$ cat src/rtl/branch_predict_ctrl_pkg.sv
// Shared types for the branch predictor: BHT counter, controller state, counter update.
// Latency: n/a (types and a pure function only).
// Backpressure: n/a.
package branch_predict_ctrl_pkg;

  typedef logic [1:0] bht_ctr_t;

  typedef enum logic [1:0] {
    INIT  = 2'd0,
    IDLE  = 2'd1,
    FLUSH = 2'd2
  } bp_state_t;

  // Weakly not-taken: one taken outcome is enough to flip the prediction.
  localparam bht_ctr_t BHT_WNT = 2'b01;

  // Two-bit saturating counter step toward the resolved outcome.
  function automatic bht_ctr_t sat_update(bht_ctr_t ctr, logic taken);
    if (taken) begin
      return (ctr == 2'b11) ? ctr : ctr + 2'b01;
    end
    return (ctr == 2'b00) ? ctr : ctr - 2'b01;
  endfunction

endpackage

$ cat src/rtl/branch_predict_ctrl_if.sv
// Fetch-side prediction bus and execute-side resolution bus of the branch predictor.
// Latency: n/a (wires only).
// Backpressure: none; the core samples predictions combinationally.
interface branch_predict_ctrl_if #(
  parameter int XLEN = 32
);
  logic            fetch_valid;
  logic [XLEN-1:0] fetch_pc;
  logic            pred_taken;
  logic [XLEN-1:0] pred_target;

  logic            ex_valid;
  logic            ex_is_branch;
  logic [XLEN-1:0] ex_pc;
  logic            ex_take_branch;
  logic [XLEN-1:0] ex_target;
  logic            ex_pred_taken;
  logic [XLEN-1:0] ex_pred_target;

  // Core pipeline side
  modport master (
    output fetch_valid, fetch_pc,
    output ex_valid, ex_is_branch, ex_pc, ex_take_branch, ex_target,
    output ex_pred_taken, ex_pred_target,
    input  pred_taken, pred_target
  );

  // Predictor side
  modport slave (
    input  fetch_valid, fetch_pc,
    input  ex_valid, ex_is_branch, ex_pc, ex_take_branch, ex_target,
    input  ex_pred_taken, ex_pred_target,
    output pred_taken, pred_target
  );
endinterface

$ cat src/rtl/branch_predict_ctrl_bp_tables.sv
// BHT + direct-mapped BTB storage: one combinational lookup port, one clocked write port.
// Latency: lookup 0 cycles; writes visible the cycle after wr_en_i (no read bypass).
// Backpressure: none; a write is accepted every cycle wr_en_i is high.
module bp_tables
  import branch_predict_ctrl_pkg::*;
#(
  parameter int XLEN    = 32,
  parameter int ENTRIES = 64,
  localparam int INDEX_W = $clog2(ENTRIES),
  localparam int TAG_W   = XLEN - INDEX_W - 2
) (
  input  logic               clk,
  input  logic [INDEX_W-1:0] rd_idx_i,
  input  logic [TAG_W-1:0]   rd_tag_i,
  output logic               rd_taken_o,
  output logic               rd_hit_o,
  output logic [XLEN-1:0]    rd_target_o,
  input  logic               wr_en_i,
  input  logic               wr_init_i,
  input  logic [INDEX_W-1:0] wr_idx_i,
  input  logic               wr_taken_i,
  input  logic [TAG_W-1:0]   wr_tag_i,
  input  logic [XLEN-1:0]    wr_target_i
);

  bht_ctr_t         bht_q     [ENTRIES];
  logic             btb_vld_q [ENTRIES];
  logic [TAG_W-1:0] btb_tag_q [ENTRIES];
  logic [XLEN-1:0]  btb_tgt_q [ENTRIES];

  assign rd_taken_o  = bht_q[rd_idx_i][1];
  assign rd_hit_o    = btb_vld_q[rd_idx_i] && (btb_tag_q[rd_idx_i] == rd_tag_i);
  assign rd_target_o = btb_tgt_q[rd_idx_i];

  // Init sweep clears one entry; otherwise train the counter and learn taken targets
  always_ff @(posedge clk) begin
    if (wr_en_i) begin
      if (wr_init_i) begin
        bht_q[wr_idx_i]     <= BHT_WNT;
        btb_vld_q[wr_idx_i] <= 1'b0;
      end else begin
        bht_q[wr_idx_i] <= sat_update(bht_q[wr_idx_i], wr_taken_i);
        if (wr_taken_i) begin
          btb_vld_q[wr_idx_i] <= 1'b1;
          btb_tag_q[wr_idx_i] <= wr_tag_i;
          btb_tgt_q[wr_idx_i] <= wr_target_i;
        end
      end
    end
  end

endmodule

$ cat src/rtl/branch_predict_ctrl.sv
// Branch predictor controller: fetch prediction, execute-side training, mispredict flush/redirect.
// Latency: prediction 0 cycles; mispredict to redirect_o 1 cycle; flush_o held FLUSH_CYCLES.
// Backpressure: none; resolutions arriving during INIT or FLUSH are dropped as wrong-path.
module branch_predict_ctrl
  import branch_predict_ctrl_pkg::*;
#(
  parameter int XLEN         = 32,
  parameter int BHT_ENTRIES  = 64,
  parameter int FLUSH_CYCLES = 2
) (
  input  logic                  clk,
  input  logic                  rst_n,
  branch_predict_ctrl_if.slave  bp,
  output logic                  ready_o,
  output logic                  flush_o,
  output logic                  redirect_o,
  output logic [XLEN-1:0]       redirect_pc,
  output logic [31:0]           mispredict_cnt
);

  localparam int INDEX_W = $clog2(BHT_ENTRIES);
  localparam int TAG_W   = XLEN - INDEX_W - 2;
  localparam int FC_W    = (FLUSH_CYCLES > 1) ? $clog2(FLUSH_CYCLES) : 1;
  localparam logic [INDEX_W-1:0] LAST_IDX = INDEX_W'(BHT_ENTRIES - 1);
  localparam logic [FC_W-1:0]    FC_LOAD  = FC_W'(FLUSH_CYCLES - 1);

  bp_state_t          state_q, state_d;
  logic [INDEX_W-1:0] init_idx_q, init_idx_d;
  logic [FC_W-1:0]    flush_cnt_q, flush_cnt_d;
  logic               flush_q, flush_d;
  logic               redirect_q, redirect_d;
  logic [XLEN-1:0]    redirect_pc_q, redirect_pc_d;
  logic [31:0]        cnt_q, cnt_d;

  logic               rd_taken, rd_hit;
  logic [XLEN-1:0]    rd_target;
  logic               wr_en, wr_init;
  logic [INDEX_W-1:0] wr_idx;
  logic               resolve, mispredict;

  assign resolve    = bp.ex_valid && bp.ex_is_branch;
  assign mispredict = (bp.ex_take_branch != bp.ex_pred_taken) ||
                      (bp.ex_take_branch && bp.ex_pred_taken &&
                       (bp.ex_target != bp.ex_pred_target));

  bp_tables #(.XLEN(XLEN), .ENTRIES(BHT_ENTRIES)) u_tables (
    .clk         (clk),
    .rd_idx_i    (bp.fetch_pc[INDEX_W+1:2]),
    .rd_tag_i    (bp.fetch_pc[XLEN-1:INDEX_W+2]),
    .rd_taken_o  (rd_taken),
    .rd_hit_o    (rd_hit),
    .rd_target_o (rd_target),
    .wr_en_i     (wr_en),
    .wr_init_i   (wr_init),
    .wr_idx_i    (wr_idx),
    .wr_taken_i  (bp.ex_take_branch),
    .wr_tag_i    (TAG_W'(bp.ex_pc[XLEN-1:INDEX_W+2])),
    .wr_target_i (bp.ex_target)
  );

  // Tables hold garbage until the sweep finishes, so predictions are suppressed in INIT
  assign bp.pred_taken  = bp.fetch_valid && (state_q != INIT) && rd_taken && rd_hit;
  assign bp.pred_target = bp.pred_taken ? rd_target : bp.fetch_pc + XLEN'(4);

  assign ready_o        = (state_q != INIT);
  assign flush_o        = flush_q;
  assign redirect_o     = redirect_q;
  assign redirect_pc    = redirect_pc_q;
  assign mispredict_cnt = cnt_q;

  // State and registered recovery outputs
  always_ff @(posedge clk or negedge rst_n) begin
    if (!rst_n) begin
      state_q       <= INIT;
      init_idx_q    <= '0;
      flush_cnt_q   <= '0;
      flush_q       <= 1'b0;
      redirect_q    <= 1'b0;
      redirect_pc_q <= '0;
      cnt_q         <= '0;
    end else begin
      state_q       <= state_d;
      init_idx_q    <= init_idx_d;
      flush_cnt_q   <= flush_cnt_d;
      flush_q       <= flush_d;
      redirect_q    <= redirect_d;
      redirect_pc_q <= redirect_pc_d;
      cnt_q         <= cnt_d;
    end
  end

  // Next state, table write control and mispredict recovery sequencing
  always_comb begin
    state_d       = state_q;
    init_idx_d    = init_idx_q;
    flush_cnt_d   = flush_cnt_q;
    flush_d       = flush_q;
    redirect_d    = 1'b0;
    redirect_pc_d = redirect_pc_q;
    cnt_d         = cnt_q;
    wr_en         = 1'b0;
    wr_init       = 1'b0;
    wr_idx        = bp.ex_pc[INDEX_W+1:2];
    unique case (state_q)
      INIT: begin
        wr_en      = 1'b1;
        wr_init    = 1'b1;
        wr_idx     = init_idx_q;
        init_idx_d = init_idx_q + 1'b1;
        flush_d    = 1'b0;
        if (init_idx_q == LAST_IDX) state_d = IDLE;
      end
      IDLE: begin
        if (resolve) begin
          wr_en = 1'b1;
          if (mispredict) begin
            flush_d       = 1'b1;
            redirect_d    = 1'b1;
            redirect_pc_d = bp.ex_take_branch ? bp.ex_target : bp.ex_pc + XLEN'(4);
            cnt_d         = cnt_q + 32'd1;
            flush_cnt_d   = FC_LOAD;
            state_d       = FLUSH;
          end
        end
      end
      FLUSH: begin
        if (flush_cnt_q == '0) begin
          flush_d = 1'b0;
          state_d = IDLE;
        end else begin
          flush_cnt_d = flush_cnt_q - 1'b1;
        end
      end
      default: state_d = INIT;
    endcase
  end

endmodule

$ cat src/flat_wrapper.sv
// flat-port wrapper written by rule: the top's interface ports become plain ports
module branch_predict_ctrl_flat import branch_predict_ctrl_pkg::*;
#(
  parameter int XLEN         = 32,
  parameter int BHT_ENTRIES  = 64,
  parameter int FLUSH_CYCLES = 2
)
  (clk, rst_n, ready_o, flush_o, redirect_o, redirect_pc, mispredict_cnt, bp_fetch_valid, bp_fetch_pc, bp_ex_valid, bp_ex_is_branch, bp_ex_pc, bp_ex_take_branch, bp_ex_target, bp_ex_pred_taken, bp_ex_pred_target, bp_pred_taken, bp_pred_target);
  branch_predict_ctrl_if #(.XLEN(XLEN)) bp_i ();
  input  logic clk;
  input  logic rst_n;
  output logic ready_o;
  output logic flush_o;
  output logic redirect_o;
  output logic [XLEN-1:0] redirect_pc;
  output logic [31:0] mispredict_cnt;
  input wire logic [$bits(bp_i.fetch_valid)-1:0] bp_fetch_valid;
  input wire logic [$bits(bp_i.fetch_pc)-1:0] bp_fetch_pc;
  input wire logic [$bits(bp_i.ex_valid)-1:0] bp_ex_valid;
  input wire logic [$bits(bp_i.ex_is_branch)-1:0] bp_ex_is_branch;
  input wire logic [$bits(bp_i.ex_pc)-1:0] bp_ex_pc;
  input wire logic [$bits(bp_i.ex_take_branch)-1:0] bp_ex_take_branch;
  input wire logic [$bits(bp_i.ex_target)-1:0] bp_ex_target;
  input wire logic [$bits(bp_i.ex_pred_taken)-1:0] bp_ex_pred_taken;
  input wire logic [$bits(bp_i.ex_pred_target)-1:0] bp_ex_pred_target;
  output wire logic [$bits(bp_i.pred_taken)-1:0] bp_pred_taken;
  output wire logic [$bits(bp_i.pred_target)-1:0] bp_pred_target;
  assign bp_i.fetch_valid = bp_fetch_valid;
  assign bp_i.fetch_pc = bp_fetch_pc;
  assign bp_i.ex_valid = bp_ex_valid;
  assign bp_i.ex_is_branch = bp_ex_is_branch;
  assign bp_i.ex_pc = bp_ex_pc;
  assign bp_i.ex_take_branch = bp_ex_take_branch;
  assign bp_i.ex_target = bp_ex_target;
  assign bp_i.ex_pred_taken = bp_ex_pred_taken;
  assign bp_i.ex_pred_target = bp_ex_pred_target;
  assign bp_pred_taken = bp_i.pred_taken;
  assign bp_pred_target = bp_i.pred_target;
  branch_predict_ctrl #(.XLEN(XLEN), .BHT_ENTRIES(BHT_ENTRIES), .FLUSH_CYCLES(FLUSH_CYCLES)) u_core (.clk(clk), .rst_n(rst_n), .bp(bp_i), .ready_o(ready_o), .flush_o(flush_o), .redirect_o(redirect_o), .redirect_pc(redirect_pc), .mispredict_cnt(mispredict_cnt));
endmodule
$ cat config.mk
export PLATFORM = sky130hd
export DESIGN_NAME = branch_predict_ctrl_flat
export DESIGN_NICKNAME = d
export VERILOG_FILES = /design/src/rtl/branch_predict_ctrl_pkg.sv /design/src/rtl/branch_predict_ctrl_if.sv /design/src/rtl/branch_predict_ctrl_bp_tables.sv /design/src/rtl/branch_predict_ctrl.sv /design/src/flat_wrapper.sv
export SDC_FILE = /design/constraint.sdc
export NUM_CORES = 2
export LEC_CHECK = 0
export CAP_MARGIN = 5
export CORE_MARGIN = 5
export CORE_UTILIZATION = 39
export CTS_CLUSTER_SIZE = 25
export DETAILED_ROUTE_END_ITERATION = 12
export DONT_BUFFER_PORTS = 1
export GPL_ROUTABILITY_DRIVEN = 0
export PLACE_DENSITY_LB_ADDON = 0.08
export SYNTH_ARGS = -nofsm -noshare
export SYNTH_HDL_FRONTEND = slang
export SYNTH_SLANG_ARGS = --single-unit
$ cat constraint.sdc
create_clock -name clk -period 7.9 [get_ports clk]
set_input_delay 0.79 -clock clk [delete_from_list [all_inputs] [get_ports clk]]
set_output_delay 0.79 -clock clk [all_outputs]
set_load 0.05 [all_outputs]
==> metrics.txt <==
outcome finished, violations left; violated checks slew limit; via count 76163; met2 wire len 255000 um; row cnt 227; commonest cells after routing, fill and taps aside edfxtp_1 (3776), mux4_2 (1030), clkbuf_16 (422); fmax 0.128 GHz; cells after synthesis 6741; Leak 53.6 nW; setup slack after layout 0.0997 ns; vias in the first global route 76625; drt wl/cell 41.8 um; first-pass GRT wire length 700000 um; Fin. Hold Viols 0; Required @ worst endpoint 7.11 ns; clk_skew 0.0449 ns; Total GRT Usage 25.9%; number of flops mapped to enable cells by yosys 3776; CP max stage cell buf_16; Tmin final 7.80 ns; R2R Setup Slk 2.43 ns; worst setup path class in -> out; GRT overflow 0; fin nets 7279; most used cell, CP buf_16; Critical Path Start bp_fetch_pc[3]; Syn Std Cell Area 150000 um^2; Synth-to-Final Area Change 15.3%; Worst EP arrival 7.01 ns; clock sinks 3851; First-pass DRT Iterations 6; post-synthesis async set-or-reset flop share 1.95%; initial DRC count 9946; pre-CTS setup slack -0.438 ns; post-detail-place hpwl 281000 um; Ports 235; vias per std cell 6.07; Placed Instance Area 158000 um^2; Worst path max stage delay 0.48 ns; Port Buf Inserts 0; highest routed layer met4; total of max-cap violations 0; CTS tree built; layout cell share with drive strength beyond 1 28.0%; routed wire length 525000 um; number of fill cells 32223; DRC errors left 0; worst-margin pin slew 1.69 ns; Initial Utilization 39.2%; met3 WL 36000 um; WL met1 220000 um; PD cells 250 nW/um^2; die footprint 397000 um^2; number of synthesized register bits 3851; most common cell after layout, fill and taps aside edfxtp_1; post-layout util 45.2%; largest net degree at the start of global routing 375; Reg-to-Reg Start u_core.state_q[1]; initial antenna violation count 29; Avg Cell Area, Syn 22.3 um^2; kind of end point of the critical path output pin; Worst Setup Start Kind primary input; Critical Path Stages 18; chip height 630 um; Rel. slew slack -12.8%; reg2reg end u_core.u_tables.bht_q[63][1]; Worst IR Drop VDD 175 uV; Top Family by Delay on Critical Path buffers and inverters; clock slew at reported path FFs 0.06 ns; H-tree Lvls 5; Detail Route Antenna Nets 0; setup violators final 0; Hold Crit Class in -> reg; Synthesized Nets 6881; CTS Buf Count 416; FF-to-FF path depth 12; RSZ-0062 raised after global routing false; sequential area share after synthesis 76.8%; final period utilization 98.7%; Final Max Tran Viols 281; Clock Path Buffers 4; crit-path cells buf_16, buf_16, buf_16, buf_16, mux4_2, a22o_1, o21ai_0, o21ai_0, buf_4, a22oi_1, xor2_1, buf_4, nand4_1, buf_4, nor3_4, buf_12, mux2_1, buf_12; Crit Path Max Fanout 115; final instance area 173000 um^2; synth unique cells 73; Crit path buffers/inverters 9; Die X 630 um; Core ar. 383000 um^2; CP endpoint bp_pred_target[9]; CTS root buf clkbuf_16; number of synthesis warnings 0; predominant post-synthesis flop cell edfxtp_1; Worst-Skew Late Latency 0.97 ns
==> routing by layer <==
layer / GRT usage (%) / up-vias
met5: 0 / -
met1: 36.3 / 42890
met4: 6.56 / 0
met2: 42.4 / 3291
li1: - / 29413
met3: 4.33 / 569
==> registers in the layout (all words and copies together), names as in the netlist, 2 cells and up <==
register / cells
u_core.redirect_pc: 32
u_core.u_tables.bht_q: 128
u_core.init_idx_q: 6
u_core.u_tables.btb_vld_q: 64
u_core.state_q: 2
u_core.u_tables.btb_tag_q: 1536
u_core.mispredict_cnt: 32
u_core.u_tables.btb_tgt_q: 2048
==> layout make-up <==
class,count,area (um^2),area share (%)
timing repair buffer,337,4740,2.74
multi-input combinational,2521,33600,19.4
antenna,35,87.6,0.0506
clock inverter,227,2030,1.17
inverter,12,57.6,0.0332
tap,5038,6300,3.64
sequential,3851,115000,66.6
clock buffer,531,11000,6.37
==> report_power, final <==
group          switching, mW  internal [mW]
combinational           1.20          0.829
sequential                 0           22.4
clock                   8.10           10.8
total                   9.31           34.0
==> cells in the mapped netlist (all sizes together) (48+ instances only) <==
library cell / number / share of area, %
nand2: 183 / 0.46
o22ai: 112 / 0.47
xnor2: 104 / 0.61
mux4: 1030 / 15
a22oi: 61 / 0.31
dfrtp: 75 / 1.3
clkbuf: 151 / 0.38
mux2i: 179 / 1.2
nor2: 266 / 0.67
edfxtp: 3776 / 76
nand3: 54 / 0.18
a21oi: 49 / 0.16
mux2: 84 / 0.63
xor2: 48 / 0.28
buf: 206 / 0.76
o21ai: 60 / 0.20
==> cells by family (layout without fill, tap and decap cells) <==
group / count (synthesis) / after routing / synth area share [%]
multiplexers: 1293 / 1293 / 17.3
other: 0 / 35 / 0
flip-flops: 3851 / 3851 / 76.8
AO/OA/AOI/OAI: 398 / 398 / 1.77
XOR/XNOR: 152 / 152 / 0.887
AND/OR/NAND/NOR: 671 / 671 / 2.04
adder cells (fa/ha/maj): 7 / 7 / 0.0550
buffers and inverters: 369 / 1107 / 1.17
==> how the worst min path moves through the flow <==
stage	start	endpoint	cells after the start	slack [ns]
global placement	u_core.flush_cnt_q	u_core.state_q[0]	1	0.48
detailed placement	rst_n	u_core.flush_o	0	0.50
finish	bp_ex_take_branch	u_core.redirect_pc[3]	2	0.1
global route	bp_ex_take_branch	u_core.redirect_pc[0]	2	0.03
floorplan	u_core.flush_cnt_q	u_core.state_q[0]	1	0.47
CTS	bp_ex_take_branch	u_core.redirect_pc[0]	2	0.006
==> through the flow <==
step	hold slack, ns	std cells	setup TNS, ns	power, mW
floorplan	0.467	6741	0	23.9
global placement	0.479	11685	-13.60	24.5
detailed placement	0.497	11686	-11.98	24.5
CTS	0.00596	12516	0	43.6
global route	0.0334	12540	0	44.6
finish	0.0953	12552	0	43.3
==> what timing repair did <==
item,CTS,global route
setup buffers,0,0
hold buffers,69,0
pin swaps,0,0
gates cloned,3,1
setup endpoints to repair,32,25
endpoints found under the hold margin,3610,0
gates resized for setup,0,0
==> worst reg2reg max path, stage by stage (launching register included) <==
cell	delay (ns)
dfrtp_1	0.51
nor2_4	0.29
inv_2	0.32
a31oi_1	0.64
nand2b_1	0.83
o22ai_1	0.26
o41ai_1	0.48
o21ai_0	0.16
a211o_1	0.33
or3b_1	0.37
maj3_1	0.34
nor2_2	0.08
buf_4	0.52
No activity file was read; power rests on OpenSTA's default activity.
